File: src/rtl/fir_seq_pkg.sv
// Shared types and helpers for the FIR MAC sequencer and its tap counter.
package fir_seq_pkg;

  typedef enum logic [2:0] {
    IDLE,
    MAC,
    DRAIN,
    LOAD,
    DONE
  } state_t;

  // Deepest coefficient/operand read pipeline the sequencer can gate.
  localparam int LAT_MAX = 4;

  // Compare against TAPS-1 rather than relying on a power-of-two rollover,
  // so odd tap counts terminate correctly.
  function automatic logic tap_is_last(input int count, input int taps);
    return count == (taps - 1);
  endfunction

endpackage

File: src/rtl/fir_tap_counter.sv
// Tap index counter: counts 0..TAPS-1 while enabled, wraps to 0 after the last tap.
module fir_tap_counter
  import fir_seq_pkg::*;
#(
  parameter int TAPS   = 64,
  parameter int ADDR_W = 6
) (
  input  logic              clk,
  input  logic              rst,
  input  logic              clr,
  input  logic              en,
  output logic [ADDR_W-1:0] count,
  output logic              tc
);

  assign tc = tap_is_last(int'(count), TAPS);

  always_ff @(posedge clk) begin
    if (rst || clr) begin
      count <= '0;
    end else if (en) begin
      count <= tc ? '0 : count + ADDR_W'(1);
    end
  end

endmodule

File: src/rtl/fir_mac_sequencer.sv
// Control FSM for a single-MAC FIR datapath: accept, tap sweep, drain, load, hold.
// Optional macro FIR_SEQ_BACK2BACK_EN lets a new sample be accepted in the result handshake cycle.
module fir_mac_sequencer
  import fir_seq_pkg::*;
#(
  parameter int TAPS   = 64,
  parameter int ADDR_W = 6,
  parameter int LAT    = 1
) (
  input  logic              clk,
  input  logic              rst,
  input  logic              in_valid,
  output logic              in_ready,
  output logic              out_valid,
  input  logic              out_ready,
  output logic              smp_wr_en,
  output logic              acc_clr,
  output logic              acc_en,
  output logic [ADDR_W-1:0] coef_addr,
  output logic              out_ld,
  output logic              busy,
  output state_t            state_dbg
);

  // Handshakes: a transfer happens in a cycle where valid && ready are both
  // high at the rising edge; valid, once raised, is held until that transfer.

  localparam int LAT_EFF = (LAT > LAT_MAX) ? LAT_MAX : LAT;

  state_t            state;
  state_t            state_nx;
  logic [ADDR_W-1:0] tap_cnt;
  logic              tap_tc;
  logic              accept;
  logic              mac_flag;
  logic              acc_en_raw;
  logic              pipe_drained;
  logic              in_ready_c;
  logic              out_valid_c;
  logic              out_ld_c;

  assign mac_flag = (state == MAC);

  fir_tap_counter #(
    .TAPS  (TAPS),
    .ADDR_W(ADDR_W)
  ) u_tap_counter (
    .clk  (clk),
    .rst  (rst),
    .clr  (accept),
    .en   (mac_flag),
    .count(tap_cnt),
    .tc   (tap_tc)
  );

  // The MAC flag travels alongside the operand read so acc_en lines up with
  // the operands reaching the multiplier.
  if (LAT_EFF == 0) begin : g_no_lat
    assign acc_en_raw   = mac_flag;
    assign pipe_drained = 1'b1;
  end else begin : g_lat
    localparam logic [LAT_EFF-1:0] LAST_ONLY = LAT_EFF'(1 << (LAT_EFF - 1));
    logic [LAT_EFF-1:0] mac_pipe;

    always_ff @(posedge clk) begin
      if (rst) begin
        mac_pipe <= '0;
      end else begin
        mac_pipe <= LAT_EFF'({mac_pipe, mac_flag});
      end
    end

    assign acc_en_raw   = mac_pipe[LAT_EFF-1];
    // Only the final stage still carries a tap: this is the last accumulate.
    assign pipe_drained = (mac_pipe == LAST_ONLY);
  end

  always_ff @(posedge clk) begin
    if (rst) begin
      state <= IDLE;
    end else begin
      state <= state_nx;
    end
  end

  always_comb begin
    state_nx    = state;
    accept      = 1'b0;
    in_ready_c  = 1'b0;
    out_valid_c = 1'b0;
    out_ld_c    = 1'b0;
    case (state)
      IDLE: begin
        in_ready_c = 1'b1;
        if (in_valid) begin
          accept   = 1'b1;
          state_nx = MAC;
        end
      end
      MAC: begin
        if (tap_tc) begin
          state_nx = (LAT_EFF == 0) ? LOAD : DRAIN;
        end
      end
      DRAIN: begin
        if (pipe_drained) begin
          state_nx = LOAD;
        end
      end
      LOAD: begin
        out_ld_c = 1'b1;
        state_nx = DONE;
      end
      DONE: begin
        out_valid_c = 1'b1;
`ifdef FIR_SEQ_BACK2BACK_EN
        // out_ld of this result already happened, so clearing the
        // accumulator for the next sample in the same cycle is safe.
        in_ready_c = out_ready;
        if (out_ready) begin
          accept   = in_valid;
          state_nx = in_valid ? MAC : IDLE;
        end
`else
        if (out_ready) begin
          state_nx = IDLE;
        end
`endif
      end
      default: state_nx = IDLE;
    endcase
  end

  // Outputs are forced quiet for the whole reset cycle, not just after it.
  assign in_ready  = in_ready_c & ~rst;
  assign out_valid = out_valid_c & ~rst;
  assign out_ld    = out_ld_c & ~rst;
  assign smp_wr_en = accept & ~rst;
  assign acc_clr   = accept & ~rst;
  assign acc_en    = acc_en_raw & ~rst;
  assign busy      = (state != IDLE) & ~rst;
  assign coef_addr = (mac_flag && !rst) ? tap_cnt : '0;
  assign state_dbg = state;

endmodule

File: config.mk
export PLATFORM = sky130hd
export DESIGN_NAME = fir_mac_sequencer
export DESIGN_NICKNAME = d
export VERILOG_FILES = /design/src/rtl/fir_seq_pkg.sv /design/src/rtl/fir_tap_counter.sv /design/src/rtl/fir_mac_sequencer.sv
export SDC_FILE = /design/constraint.sdc
export NUM_CORES = 1
export LEC_CHECK = 0
export CAP_MARGIN = 40
export CELL_PAD_IN_SITES_DETAIL_PLACEMENT = 1
export CELL_PAD_IN_SITES_GLOBAL_PLACEMENT = 1
export CORE_MARGIN = 10
export CORE_UTILIZATION = 31
export DETAILED_ROUTE_END_ITERATION = 7
export PLACE_DENSITY = 0.72
export SYNTH_ARGS = -nofsm -noshare
export SYNTH_HDL_FRONTEND = slang
export SYNTH_SLANG_ARGS = --single-unit
File: constraint.sdc
create_clock -name clk -period 1.9 [get_ports clk]
set_input_delay 0.19 -clock clk [delete_from_list [all_inputs] [get_ports clk]]
set_output_delay 0.19 -clock clk [all_outputs]
set_load 0.02 [all_outputs]
==> results of run 1 <==
-- stage by stage --
step / total power, mW / TNS (ns) / worst slack [ns]
global route: 0.5211 / 0 / 0.04224
finish: 0.4991 / 0 / 0.1641
detailed placement: 0.3095 / -0.7544 / -0.09943
floorplan: 0.2697 / 0 / 0.08979
global placement: 0.3080 / -0.6339 / -0.08689
CTS: 0.5029 / 0 / 0.04143
-- power by group --
group	switching (mW)	leakage, nW	internal, mW
clock network	0.0806	0.0210	0.116
registers	0.00750	0.0814	0.215
logic	0.0392	0.299	0.0408
total	0.127	0.401	0.372
-- placed cells by master, fill, tap and decap left out, types with 2 or more instances in the layout --
cell type	n
dfxtp_1	9
a21oi_1	5
clkbuf_4	3
a21o_1	2
nand2_1	5
nand3_1	2
nor2b_1	2
dlygate4sd2_1	11
and4bb_2	2
nor2_1	2
buf_4	6
a211oi_1	2
inv_1	3
o211ai_1	3
dlymetal6s2s_1	2
nor4b_2	2
clkdlybuf4s50_1	6
and2_1	7
-- flip-flops by register name, indices dropped and copies added (netlist names) --
register	count
state_dbg	3
u_tap_counter.count	6
acc_en_raw	1
-- worst paths after layout --
path                                          endpoint  depth (start not counted)                    from  slack, ns
worst max-delay path                      coef_addr[4]                          4            state_dbg[2]       0.16
worst min-delay path                      state_dbg[2]                          3               out_ready       0.50
worst min register to register  u_tap_counter.count[5]                          2  u_tap_counter.count[5]       0.50
worst max register to register  u_tap_counter.count[5]                          4            state_dbg[2]       0.23
-- critical path, delay by kind of cell, from the launching register on --
kind | cells | cell delay, ns
DFF | 1 | 0.36
and+or+nand+nor | 2 | 0.40
buffers and inverters | 2 | 0.51
-- cell type report --
cell class / count / area, um^2 / area share [%]
flip-flops and latches: 10 / 201.4 / 22.55
clock buffers: 4 / 36.28 / 4.062
well taps: 25 / 31.28 / 3.501
multi-input cells: 51 / 366.6 / 41.04
inverters: 3 / 11.26 / 1.261
repair buffers: 26 / 246.5 / 27.59
-- kinds of logic after synthesis --
kind of cell	share of synthesized area, %
simple gates	35.11
compound gates	17.87
flops	34.04
buf+inv	7.659
xor+xnor	1.490
mux	1.702
fa+ha+maj	2.127
-- repair_timing --
| item | CTS | global route |
|---|---|---|
| hold endpoints to repair | 0 | 0 |
| setup endpoints to repair | 11 | 7 |
| resized for setup | 11 | 6 |
-- layer usage --
layer / GRT usage, % / vias to the layer above
met1: 9.823 / 288
met2: 15.33 / 10
li1: - / 296
met3: 3.887 / 2
met4: 2.459 / 0
met5: 0 / -
==> results_dict.tcl, run 1 <==
set metrics [dict create \
    outcome "finished, final reports clean" \
    drc_errors 0 \
    clock_path_buffers 2 \
    rsz0062_at_grt "no" \
    yosys.area.top_type_share_pct 34.04 \
    crit_fanout 7 \
    yosysUniqueCellTypes 33 \
    drive_gt1_share_pct 23.40 \
    ys_seq_area_share_pct 34.04 \
    wl_met1_um 752 \
    htree_levels 1 \
    place.gp.congestion 0.7421 \
    start_kind "flip-flop" \
    wl_met2_um 881 \
    path_cells "nor4b_2, buf_4, and2_1, dlygate4sd2_1" \
    cap_viol_max_count 0 \
    grt_max_degree 12 \
    ir_drop_v 0.0003119 \
    postCtsSetupBuffers 0 \
    drtIter0Drc 8 \
    syn_to_final_growth_pct 51.91 \
    core-area_um2 1764 \
    setup_violations 0 \
    synth-main-ff-cell "dfxtp_1" \
    drv_slew 0 \
    syn-cell-area_um2 588.1 \
    hold_viol_final 0 \
    critical_path_required_ns 1.71 \
    highest_layer "met4" \
    period_needed_ns 1.736 \
    final_area_um2 893.4 \
    insertedDiodeCount 0 \
    final_cells 119 \
    crit_arrival_ns 1.55 \
    cpMaxStageDelayCell "dfxtp_1" \
    yosysMostFrequentCell "dfxtp_1" \
    synth-edff-count 0 \
    synth_nets 74 \
    routed_via_density 5.008 \
    ys_ff_latch 10 \
    path_clk_slew_ns 0.07 \
    dpl.cell_count 115 \
    nets 100 \
    yosys_warnings 0 \
    netlist_instances 69 \
    critPathKind "reg -> out" \
    rows 15 \
    initial_utilization_pct 33.33 \
    routed_wirelength_um 1757 \
    power_leakage_nw 0.4012 \
    final_util_pct 50.64 \
    die_y_um 63.56 \
    port_buffers 19 \
    postSynth.asyncResetShare_pct 0 \
    worstMarginPinSlew_ns 0.2663 \
    antenna_found_initial 0 \
    wire_per_inst_um 14.76 \
    vias 596 \
    avgSynthCellArea_um2 8.523 \
    hpwl_um 1336 \
    grt_use_total_pct 8.978 \
    hold_path_class "in -> reg" \
    die-area_um2 4039 \
    antenna_left 0 \
    crit_path_max_incr_delay_ns 0.36 \
    die_x_um 63.56 \
    drtPass1Iterations 4 \
    critPathCaptureType "output port" \
    cts_made_buffers 3 \
    fin_crit_sh_pct 91.36 \
    yosysTopAreaCell "dfxtp_1" \
    cts_root_buffer "clkbuf_4" \
    num_io_pins 20 \
    ctsHoldBuffers 0 \
    cts_sinks 10 \
    power_density_nw_per_um2 558.7 \
    max_freq_mhz 576.1 \
    grt-ovfl-total 0 \
    grt_pass1_vias 643 \
    dpl_cell_area_um2 847.1 \
    max_slew_margin_pct 82.21 \
    synth.top_cells.by_area "dfxtp_1 34%, and2_1 7.4%, a21oi_1 4.3%" \
    clk_latency_ns 0.26 \
    whs_ns 0.5001 \
    route.met3.wl_um 112 \
    clock_skew_ns 0.002092 \
    grt_first_pass_wirelength_um 3015 \
    cts_tree "built" \
    fillCellCount 220 \
    ys_top_cells_by_count "10 x dfxtp_1, 7 x and2_1, 5 x a21oi_1, 5 x nand2_1" \
]
No activity file was read; power rests on OpenSTA's default activity.
==> run 2, diff against run 1 <==
CORE_MARGIN = 1   (was 10)
==> run 2 against run 1 <==
- wire length is 10% lower
- clock skew increased by 0.00057 ns
- clock power is 3% lower
- non-clock buffer count grew 2
- critical path depth grew 1
- worst hold slack worse by 0.0049 ns
- power fell by 1.6%
- critical endpoint is now acc_en
- worst setup slack got worse by 0.083 ns
- maximum frequency shrank 4.6%
- flip-flop and latch count unchanged
- count of clock-buffer cells in the layout did not move
==> results_dict.tcl, run 2 (synthesis gave the netlist of run 1 again) <==
set metrics [dict create \
    ir_drop_v 0.0005139 \
    start_kind "input pin" \
    rsz0062_at_grt "no" \
    final_common_cell "dlygate4sd2_1" \
    cap_viol_max_count 0 \
    max_slew_margin_pct 76.51 \
    period_needed_ns 1.819 \
    clock_skew_ns 0.002666 \
    routed_via_density 4.942 \
    timing.rr.start "state_dbg[2]" \
    die_x_um 45.56 \
    cts_tree "built" \
    die-area_um2 2075 \
    pwr-share-comb_pct 16.4 \
    drc_errors 0 \
    critPathKind "in -> out" \
    largest_register "u_tap_counter.count" \
    whs_ns 0.4952 \
    place_ws_ns -0.1063 \
    cts_root_buffer "clkbuf_4" \
    crit_fanout 6 \
    setup.worst_path.start "rst" \
    critical_path_required_ns 1.71 \
    drtPass1Iterations 2 \
    power_density_nw_per_um2 557.5 \
    rows 15 \
    largest_reg_flops 6 \
    hpwl_um 1215 \
    swShare_pct 24.52 \
    fillCellCount 216 \
    crit_arrival_ns 1.63 \
    port_buffers 19 \
    drv_slew 0 \
    wire_per_inst_um 13.02 \
    insertedDiodeCount 0 \
    setup_violations 0 \
    postCtsSetupBuffers 0 \
    final_util_pct 50.47 \
    worstHoldStart "out_ready" \
    vias 598 \
    grt_pass1_vias 567 \
    power_leakage_nw 0.3913 \
    final_area_um2 880.8 \
    final_cell_mix "11 x dlygate4sd2_1, 10 x dfxtp_1, 9 x buf_4, 7 x and2_1, 7 x clkdlybuf4s50_1" \
    grt_max_degree 12 \
    nets 102 \
    place.gp.congestion 0.6877 \
    cts_sinks 10 \
    seqPwrFrac_pct 44.5 \
    die_y_um 45.56 \
    ctsHoldBuffers 0 \
    syn_to_final_growth_pct 49.79 \
    dpl.cell_count 117 \
    grt_use_total_pct 18.62 \
    critPathCaptureType "output port" \
    clock_path_buffers 2 \
    netSwitchingPower_uw 120.4 \
    num_io_pins 20 \
    setup_tns_ns 0 \
    grt_first_pass_wirelength_um 2677 \
    outcome "finished, final reports clean" \
    hold_path_class "in -> reg" \
    grt-ovfl-total 0 \
    p_total_uw 491.1 \
    path_clk_slew_ns 0.07 \
    antenna_left 0 \
    pwr-share-clk_pct 39.1 \
    drtIter0Drc 4 \
    core-area_um2 1745 \
    initial_utilization_pct 33.69 \
    internal-power_uw 370.7 \
    antenna_found_initial 0 \
    htree_levels 1 \
    max_freq_mhz 549.8 \
    finalWorstSetupSlack_ns 0.08121 \
    clk_latency_ns 0.27 \
    dpl_cell_area_um2 849.6 \
    cts_made_buffers 3 \
    worstMarginPinSlew_ns 0.3475 \
    drive_gt1_share_pct 21.88 \
    routed_wirelength_um 1576 \
    fin_crit_sh_pct 95.73 \
    final_cells 121 \
    hold_viol_final 0 \
]
## run 2: routing by layer
layer / routed length, um / track usage [%]
met1: 723 / 21.82
met2: 785 / 31.14
met3: 54 / 7.143
met4: 13 / 5.455
met5: 0 / 0
## run 2: worst max-delay path, stage by stage
cell and delay, ns:
clkdlybuf4s50_1 0.44, buf_4 0.17, buf_4 0.14, nor2b_1 0.09, clkdlybuf4s50_1 0.60
## run 2: power groups by stage
stage	Sequential (mW)	Clock (mW)	Combinational (mW)
floorplan	0.225	0	0.0446
global placement	0.224	0	0.0834
detailed placement	0.224	0	0.0855
CTS	0.219	0.199	0.0815
global route	0.220	0.217	0.0896
finish	0.219	0.192	0.0807
## run 2: area by class of cell
cell class | count | area (um^2) | area share, %
clock buffer | 4 | 36.28 | 4.119
inverter | 3 | 11.26 | 1.278
multi-input combinational | 51 | 355.3 | 40.34
sequential | 10 | 200.2 | 22.73
tap | 25 | 31.28 | 3.551
timing repair buffer | 28 | 246.5 | 27.98
## run 2: path summary, 6_finish.rpt
| path | end | slack (ns) | cells after the start |
|---|---|---|---|
| max | acc_en | 0.08 | 5 |
| min | state_dbg[2] | 0.50 | 3 |
| max reg2reg | u_tap_counter.count[5] | 0.25 | 4 |
| min reg2reg | u_tap_counter.count[5] | 0.51 | 2 |
## run 2: timing repair
action,in CTS,in global routing
endpoints found under the hold margin,0,0
gates resized for setup,11,2
endpoints found under the setup margin,11,7
